[src/rtl/fetch_queue.sv]
`default_nettype none
// ============================================================================
// Module   : fetch_queue
// Brief    : Circular FIFO between fetch and decode, with single-cycle flush
//            and registered overflow/underflow pulses.
// Revision : 1.0 - initial release
// ============================================================================
module fetch_queue #(
    parameter int DEPTH      = 8,
    parameter int DATA_WIDTH = 64
) (
    input  logic                     clk,
    input  logic                     rst,
    input  logic                     flush,
    input  logic                     enqueue,
    input  logic [DATA_WIDTH-1:0]    wdata,
    input  logic                     dequeue,
    output logic [DATA_WIDTH-1:0]    rdata,
    output logic                     is_full,
    output logic                     is_empty,
    output logic [$clog2(DEPTH):0]   count,
    output logic                     overflow,
    output logic                     underflow
);

    localparam int c_AW = $clog2(DEPTH);

    logic [DATA_WIDTH-1:0] r_mem [DEPTH];
    logic [c_AW:0]         r_head;
    logic [c_AW:0]         r_tail;
    logic                  r_overflow;
    logic                  r_underflow;

    logic                  w_empty;
    logic                  w_full;
    logic                  w_deq_ok;
    logic                  w_enq_ok;

    // Pointers carry an extra wrap bit so full and empty are distinguishable.
    assign w_empty  = (r_head == r_tail);
    assign w_full   = (r_head[c_AW-1:0] == r_tail[c_AW-1:0]) &&
                      (r_head[c_AW] != r_tail[c_AW]);

    // A dequeue on a full queue frees the slot the same-cycle enqueue reuses.
    assign w_deq_ok = dequeue & ~w_empty;
    assign w_enq_ok = enqueue & (~w_full | w_deq_ok);

    assign rdata     = r_mem[r_head[c_AW-1:0]];
    assign is_empty  = w_empty;
    assign is_full   = w_full;
    assign count     = r_tail - r_head;
    assign overflow  = r_overflow;
    assign underflow = r_underflow;

    always_ff @(posedge clk) begin
        if (rst || flush) begin
            r_head      <= '0;
            r_tail      <= '0;
            r_overflow  <= 1'b0;
            r_underflow <= 1'b0;
        end else begin
            if (w_deq_ok) begin
                r_head <= r_head + 1'b1;
            end
            if (w_enq_ok) begin
                r_tail <= r_tail + 1'b1;
            end
            r_overflow  <= enqueue & ~w_enq_ok;
            r_underflow <= dequeue & w_empty;
        end
    end

    // Storage is deliberately not reset; contents are only observed when valid.
    always_ff @(posedge clk) begin
        if (!rst && !flush && w_enq_ok) begin
            r_mem[r_tail[c_AW-1:0]] <= wdata;
        end
    end

endmodule
`default_nettype wire

[config.mk]
export PLATFORM = sky130hd
export DESIGN_NAME = fetch_queue
export DESIGN_NICKNAME = d
export VERILOG_FILES = /design/src/rtl/fetch_queue.sv
export SDC_FILE = /design/constraint.sdc
export NUM_CORES = 1
export LEC_CHECK = 0
export CAP_MARGIN = 20
export CORE_ASPECT_RATIO = 2
export CORE_MARGIN = 4
export CORE_UTILIZATION = 45
export CTS_BUF_LIST = sky130_fd_sc_hd__clkbuf_8
export DETAILED_ROUTE_END_ITERATION = 12
export PLACE_DENSITY = 0.68
export SYNTH_ARGS = -nofsm -noshare
export SYNTH_HDL_FRONTEND = slang
export SYNTH_SLANG_ARGS = --single-unit
[constraint.sdc]
create_clock -name clk -period 9 [get_ports clk]
set_clock_uncertainty 0.1 [all_clocks]
set_input_delay 2.25 -clock clk [delete_from_list [all_inputs] [get_ports clk]]
set_output_delay 2.25 -clock clk [all_outputs]
set_load 0.02 [all_outputs]
==> flow_metrics.env, run 1 <==
export IMPL_critPathKind="flip-flop to output port"
export IMPL_report_final_slew_viol_count=0
export IMPL_dp_slack_ns=3.42
export IMPL_leakage_uw=0.00713
export IMPL_max_freq_mhz=165
export IMPL_syn_area_sq_um=19900
export IMPL_nFillCells=3339
export IMPL_synth_cell_type_count=30
export IMPL_synth_nets=898
export IMPL_firstDrtPassIters=5
export IMPL_min_delay_start="r_head[3]$_SDFFE_PP0P_"
export IMPL_tightest_slew_ns=0.973
export IMPL_fin_crit_ns=6.08
export IMPL_routed_wl_mm=39.0
export IMPL_postSynthAreaPerCell_sq_um=24.2
export IMPL_core_area_sq_um=43500
export IMPL_grt_usage_pct=16.8
export IMPL_antenna_found_initial=2
export IMPL_cp_required_ns=6.65
export IMPL_ys_seq_elements=525
export IMPL_powerDensity_nw_per_um2=193
export IMPL_status="completed"
export IMPL_htreeDepth=3
export IMPL_gr_total_overflow=0
export IMPL_cts_tree="done"
export IMPL_synth_warnings=0
export IMPL_syn_instance_count=823
export IMPL_numCtsBuffers=71
export IMPL_worstPathArrival_ns=3.73
export IMPL_finalWeightedCongestion=0.758
export IMPL_wl_per_cell_um=24.0
export IMPL_slew_headroom_pct=35.2
export IMPL_port_buffers=140
export IMPL_design_area_sq_um=23200
export IMPL_grt_max_degree=62
export IMPL_drc=0
export IMPL_die_area_sq_um=47800
export IMPL_cts_setup_buffers=0
export IMPL_cts_root_buffer="clkbuf_8"
export IMPL_die_h_um=305
export IMPL_cts_hold_buffers=0
export IMPL_cp_end_kind="output port"
export IMPL_pin_count=141
export IMPL_start_util_pct=45.7
export IMPL_critPathMaxFanout=45
export IMPL_synth_edff_count=512
export IMPL_timing_max_cap_violations=0
export IMPL_grt_pass1_wl_mm=59.7
export IMPL_final_nets=1093
export IMPL_area_growth_pct=16.8
export IMPL_setup_ws_ns=2.92
export IMPL_dpl_hpwl_mm=21.7
export IMPL_rsz0062_at_grt="no"
export IMPL_drt_initial_drc_count=579
export IMPL_p_total_uw=4470
export IMPL_num_rows=108
export IMPL_clkSinkCount=525
export IMPL_r2r_start="r_tail[0]$_SDFFE_PP0N_"
export IMPL_first_global_vias=10017
export IMPL_die_width_um=157
export IMPL_hold_viol=0
export IMPL_post_route_period_util_pct=67.5
export IMPL_clkLatencyLatePin_ns=0.60
export IMPL_viasPerCell=5.48
export IMPL_synthArstFlopShare_pct=0
export IMPL_worst_hold_path_type="flip-flop to flip-flop"
export IMPL_drive_gt1_share_pct=28.8
export IMPL_ys_flop_type="edfxtp_1"
export IMPL_vias=8918
export IMPL_vdd_drop_max_mv=0.0974
export IMPL_clk_pin_slew_ns=0.07
export IMPL_tns_ns=0
export IMPL_setup_viol=0
export IMPL_postLayoutCoreUtil_pct=53.4
export IMPL_ant_nets=0
export IMPL_placedInstanceArea_sq_um=22000
export IMPL_cts_resized=0
export IMPL_crit_path_start_kind="flip-flop"
export IMPL_ys_seq_area_share_pct=78.6
export IMPL_clockBufferDepth=3
==> power breakdown <==
group / internal, uW / leakage, uW / switching (uW)
Combinational: 81.8 / 0.00169 / 81.3
Sequential: 2690 / 0.00472 / 6.75
Clock: 787 / 0.000721 / 825
Total: 3560 / 0.00713 / 913
==> critical path, stage by stage (launching register included) <==
cell             delay, ns
dfxtp_4               0.98
buf_4                 0.67
mux4_2                0.57
mux2_2                0.31
clkdlybuf4s50_1       0.55
==> path summary, 6_finish.rpt <==
path	endpoint	slack, ns	cells after the start
max	rdata[45]	2.92	4
min	r_head[3]$_SDFFE_PP0P_	0.46	2
max reg2reg	r_mem[3][14]$_DFFE_PP_	5.26	7
min reg2reg	r_head[3]$_SDFFE_PP0P_	0.46	2
==> registers in the layout, summed over array words and instances, names as in the netlist, named ones only <==
signal and flops:
r_tail 4, underflow 1, r_mem 512, overflow 1, r_head 4
==> cell usage after synthesis (all sizes together), types with 6 or more instances <==
cell type	count	area (sq um)
mux2	64	721
nand2	7	26.3
buf	26	195
inv	7	26.3
dfxtp	13	260
clkbuf	11	41.3
edfxtp	512	15400
nor2	11	41.3
nand3	6	30.0
mux4	128	2880
==> logic make-up (layout without fill, tap and decap cells) <==
logic type	after synthesis	count (layout)	synth area share, %
other	0	1	0
xor gates and xnor gates	7	7	0.308
AOI/OAI and AO/OA	11	11	0.340
and+or+nand+nor	38	38	0.918
DFF	525	525	78.6
buffers and inverters	44	296	1.32
muxes	192	192	18.1
adders and majority gates	6	6	0.415
==> layout make-up <==
class | instances | area, sq um | share of cell area (%)
Inverter | 7 | 26.3 | 0.113
Tap cell | 550 | 688 | 2.96
Multi-Input combinational cell | 254 | 4050 | 17.4
Antenna cell | 1 | 2.50 | 0.0108
Timing Repair Buffer | 159 | 1560 | 6.70
Clock buffer | 73 | 1000 | 4.32
Clock inverter | 57 | 267 | 1.15
Sequential cell | 525 | 15600 | 67.3
==> layout by cell type (no fill, tap or decap), drive strengths merged, types with 11 or more instances in the layout <==
| cell type | instances |
|---|---|
| mux2 | 64 |
| dfxtp | 13 |
| buf | 19 |
| mux4 | 128 |
| nor2 | 11 |
| clkdlybuf4s50 | 140 |
| inv | 28 |
| clkinv | 31 |
| clkbuf | 73 |
| edfxtp | 512 |
==> metrics by stage <==
step	std cells	hold WS (ns)
floorplan	823	0.392
global placement	1495	0.427
detailed placement	1495	0.438
CTS	1625	0.450
global route	1626	0.480
finish	1626	0.457
==> per-layer routing <==
metal	global-route usage [%]	vias to the layer above	part of all wire [%]
met3	4.02	66	5.0
met1	20.5	4729	39
met5	0	-	0.021
met2	29.4	222	54
li1	-	3899	-
met4	4.99	2	2.2
Power figures use the tool's default switching activity.
==> inputs of run 2 (changes only) <==
==> constraint.sdc (replaced) <==
create_clock -name clk -period 5.7 [get_ports clk]
set_clock_uncertainty 0.1 [all_clocks]
set_input_delay 1.425 -clock clk [delete_from_list [all_inputs] [get_ports clk]]
set_output_delay 1.425 -clock clk [all_outputs]
set_load 0.02 [all_outputs]
==> run 2 against run 1 <==
Routed wire length grew 1.2%; final area grew 0.98%; combinational power grew 64%; core utilization grew 0.52 points; worst setup slack lost 2.0 ns; via count grew 0.57%; clock power grew 66%; non-clock buffer count grew 6; first-iteration DRC count grew 23%; critical path type unchanged; largest power group unchanged; highest routed layer unchanged.
==> flow_metrics.env, run 2 (synthesized netlist as in run 1, its figures left out) <==
export IMPL_hold_ws_ns=0.442
export IMPL_critPathMaxFanout=62
export IMPL_cts_setup_buffers=0
export IMPL_worst_hold_path_type="flip-flop to flip-flop"
export IMPL_tns_ns=0
export IMPL_clk_pin_slew_ns=0.07
export IMPL_cts_root_buffer="clkbuf_8"
export IMPL_cts_resized=0
export IMPL_status="completed"
export IMPL_drt_initial_drc_count=713
export IMPL_internal_power_uw=5740
export IMPL_grt_max_degree=65
export IMPL_gr_usage_met1_pct=20.7
export IMPL_clkLatencyLatePin_ns=0.60
export IMPL_start_util_pct=45.7
export IMPL_cp_required_ns=4.18
export IMPL_viasPerCell=5.49
export IMPL_vdd_drop_max_mv=0.171
export IMPL_dpl_hpwl_mm=22.9
export IMPL_fin_crit_ns=4.73
export IMPL_gr_total_overflow=0
export IMPL_met3_usage_pct=3.75
export IMPL_worstPathArrival_ns=3.21
export IMPL_design_area_sq_um=23500
export IMPL_leakage_uw=0.00725
export IMPL_dp_cells=1501
export IMPL_timing_max_cap_violations=0
export IMPL_seqCellArea_sq_um=15600
export IMPL_placedInstanceArea_sq_um=22100
export IMPL_nFillCells=3356
export IMPL_drc=0
export IMPL_setup_viol=0
export IMPL_hold_viol=0
export IMPL_use_met2_pct=29.4
export IMPL_numCtsBuffers=72
export IMPL_instances_no_fill=1634
export IMPL_core_area_sq_um=43500
export IMPL_area_growth_pct=17.9
export IMPL_routed_wl_mm=39.5
export IMPL_pin_count=141
export IMPL_antenna_found_initial=5
export IMPL_min_delay_start="r_tail[3]$_SDFFE_PP0N_"
export IMPL_port_buffers=140
export IMPL_power_frac_seq_pct=59.2
export IMPL_cp_end_kind="output port"
export IMPL_crit_path_start_kind="flip-flop"
export IMPL_cts_hold_buffers=0
export IMPL_cts_tree="done"
export IMPL_first_global_vias=9808
export IMPL_final_cell_mix="edfxtp_1 (512), clkdlybuf4s50_1 (140), mux4_2 (128)"
export IMPL_report_final_slew_viol_count=0
export IMPL_grt_busiest_layer="met2"
export IMPL_post_route_period_util_pct=83.1
export IMPL_critPathMaxStageDelay_ns=0.82
export IMPL_final_nets=1100
export IMPL_num_rows=108
export IMPL_ant_nets=0
export IMPL_wl_per_cell_um=24.1
export IMPL_layout_commonest_cell="edfxtp_1"
export IMPL_vias=8969
export IMPL_tightest_slew_ns=0.985
export IMPL_power_frac_clock_pct=37.0
export IMPL_rsz0062_at_grt="no"
export IMPL_combPwrFrac_pct=3.7
export IMPL_powerDensity_nw_per_um2=307
export IMPL_slew_headroom_pct=34.3
export IMPL_swShare_pct=20.2
export IMPL_r2r_start="r_tail[0]$_SDFFE_PP0N_"
export IMPL_critPathKind="flip-flop to output port"
export IMPL_clkSinkCount=525
export IMPL_drive_gt1_share_pct=29.2
export IMPL_largest_register_ffs=512
export IMPL_p_sw_uw=1450
export IMPL_clockBufferDepth=3
export IMPL_finalWeightedCongestion=0.754
export IMPL_critPathSlowestCell="dfxtp_4"
export IMPL_htreeDepth=3
export IMPL_firstDrtPassIters=5
export IMPL_crit_chain="buf_12 > mux4_2 > mux2_2 > clkdlybuf4s50_1"
export IMPL_multi_input_area_sq_um=4060
export IMPL_die_width_um=157
export IMPL_grt_pass1_wl_mm=60.6
export IMPL_grt_usage_pct=17.0
export IMPL_die_h_um=305
export IMPL_max_freq_mhz=211
export IMPL_die_area_sq_um=47800
==> run 2: power groups by stage <==
stage / Sequential (uW) / Combinational, uW / Clock (uW)
final: 4260 / 268 / 2670
after CTS: 4260 / 274 / 2750
after global placement: 4340 / 267 / 0
after detailed placement: 4340 / 272 / 0
after global routing: 4260 / 289 / 2950
after floorplan: 4340 / 117 / 0
==> run 2: worst paths after layout <==
| kind | end | slack [ns] | cells after the start |
|---|---|---|---|
| worst min register to register | r_tail[3]$_SDFFE_PP0N_ | 0.44 | 2 |
| worst max register to register | r_mem[3][23]$_DFFE_PP_ | 2.44 | 7 |
| worst max-delay path | rdata[29] | 0.97 | 4 |
| worst min-delay path | r_tail[3]$_SDFFE_PP0N_ | 0.44 | 2 |
==> run 2: worst max-delay path: cells and delay by family (launching register included) <==
kind	cells	cell delay, ns
DFF	1	0.82
buffers and inverters	2	1.02
muxes	2	0.68
==> run 2: area by class of cell <==
cell class	instances	share of cell area, %
multi-input cells	254	17.3
well taps	550	2.93
diodes	4	0.0427
clock inverters	54	1.28
clock buffers	75	4.40
inverters	7	0.112
repair buffers	165	7.25
flip-flops and latches	525	66.7
==> run 2: metal layers <==
layer  share of wire [%]  wire length [um]
met3                 5.1              2000
met2                  55             21500
met5               0.068                27
met4                 3.0              1190
met1                  37             14700
==> run 2: metrics by stage <==
step,total power [uW],setup slack [ns],util [%]
2_1_floorplan,4460,-1.55,-
3_3_place_gp,4610,1.55,50.8
3_5_place_dp,4620,1.53,50.8
4_1_cts,7280,0.881,53.9
5_1_grt,7500,0.802,53.9
6_report,7200,0.966,53.9
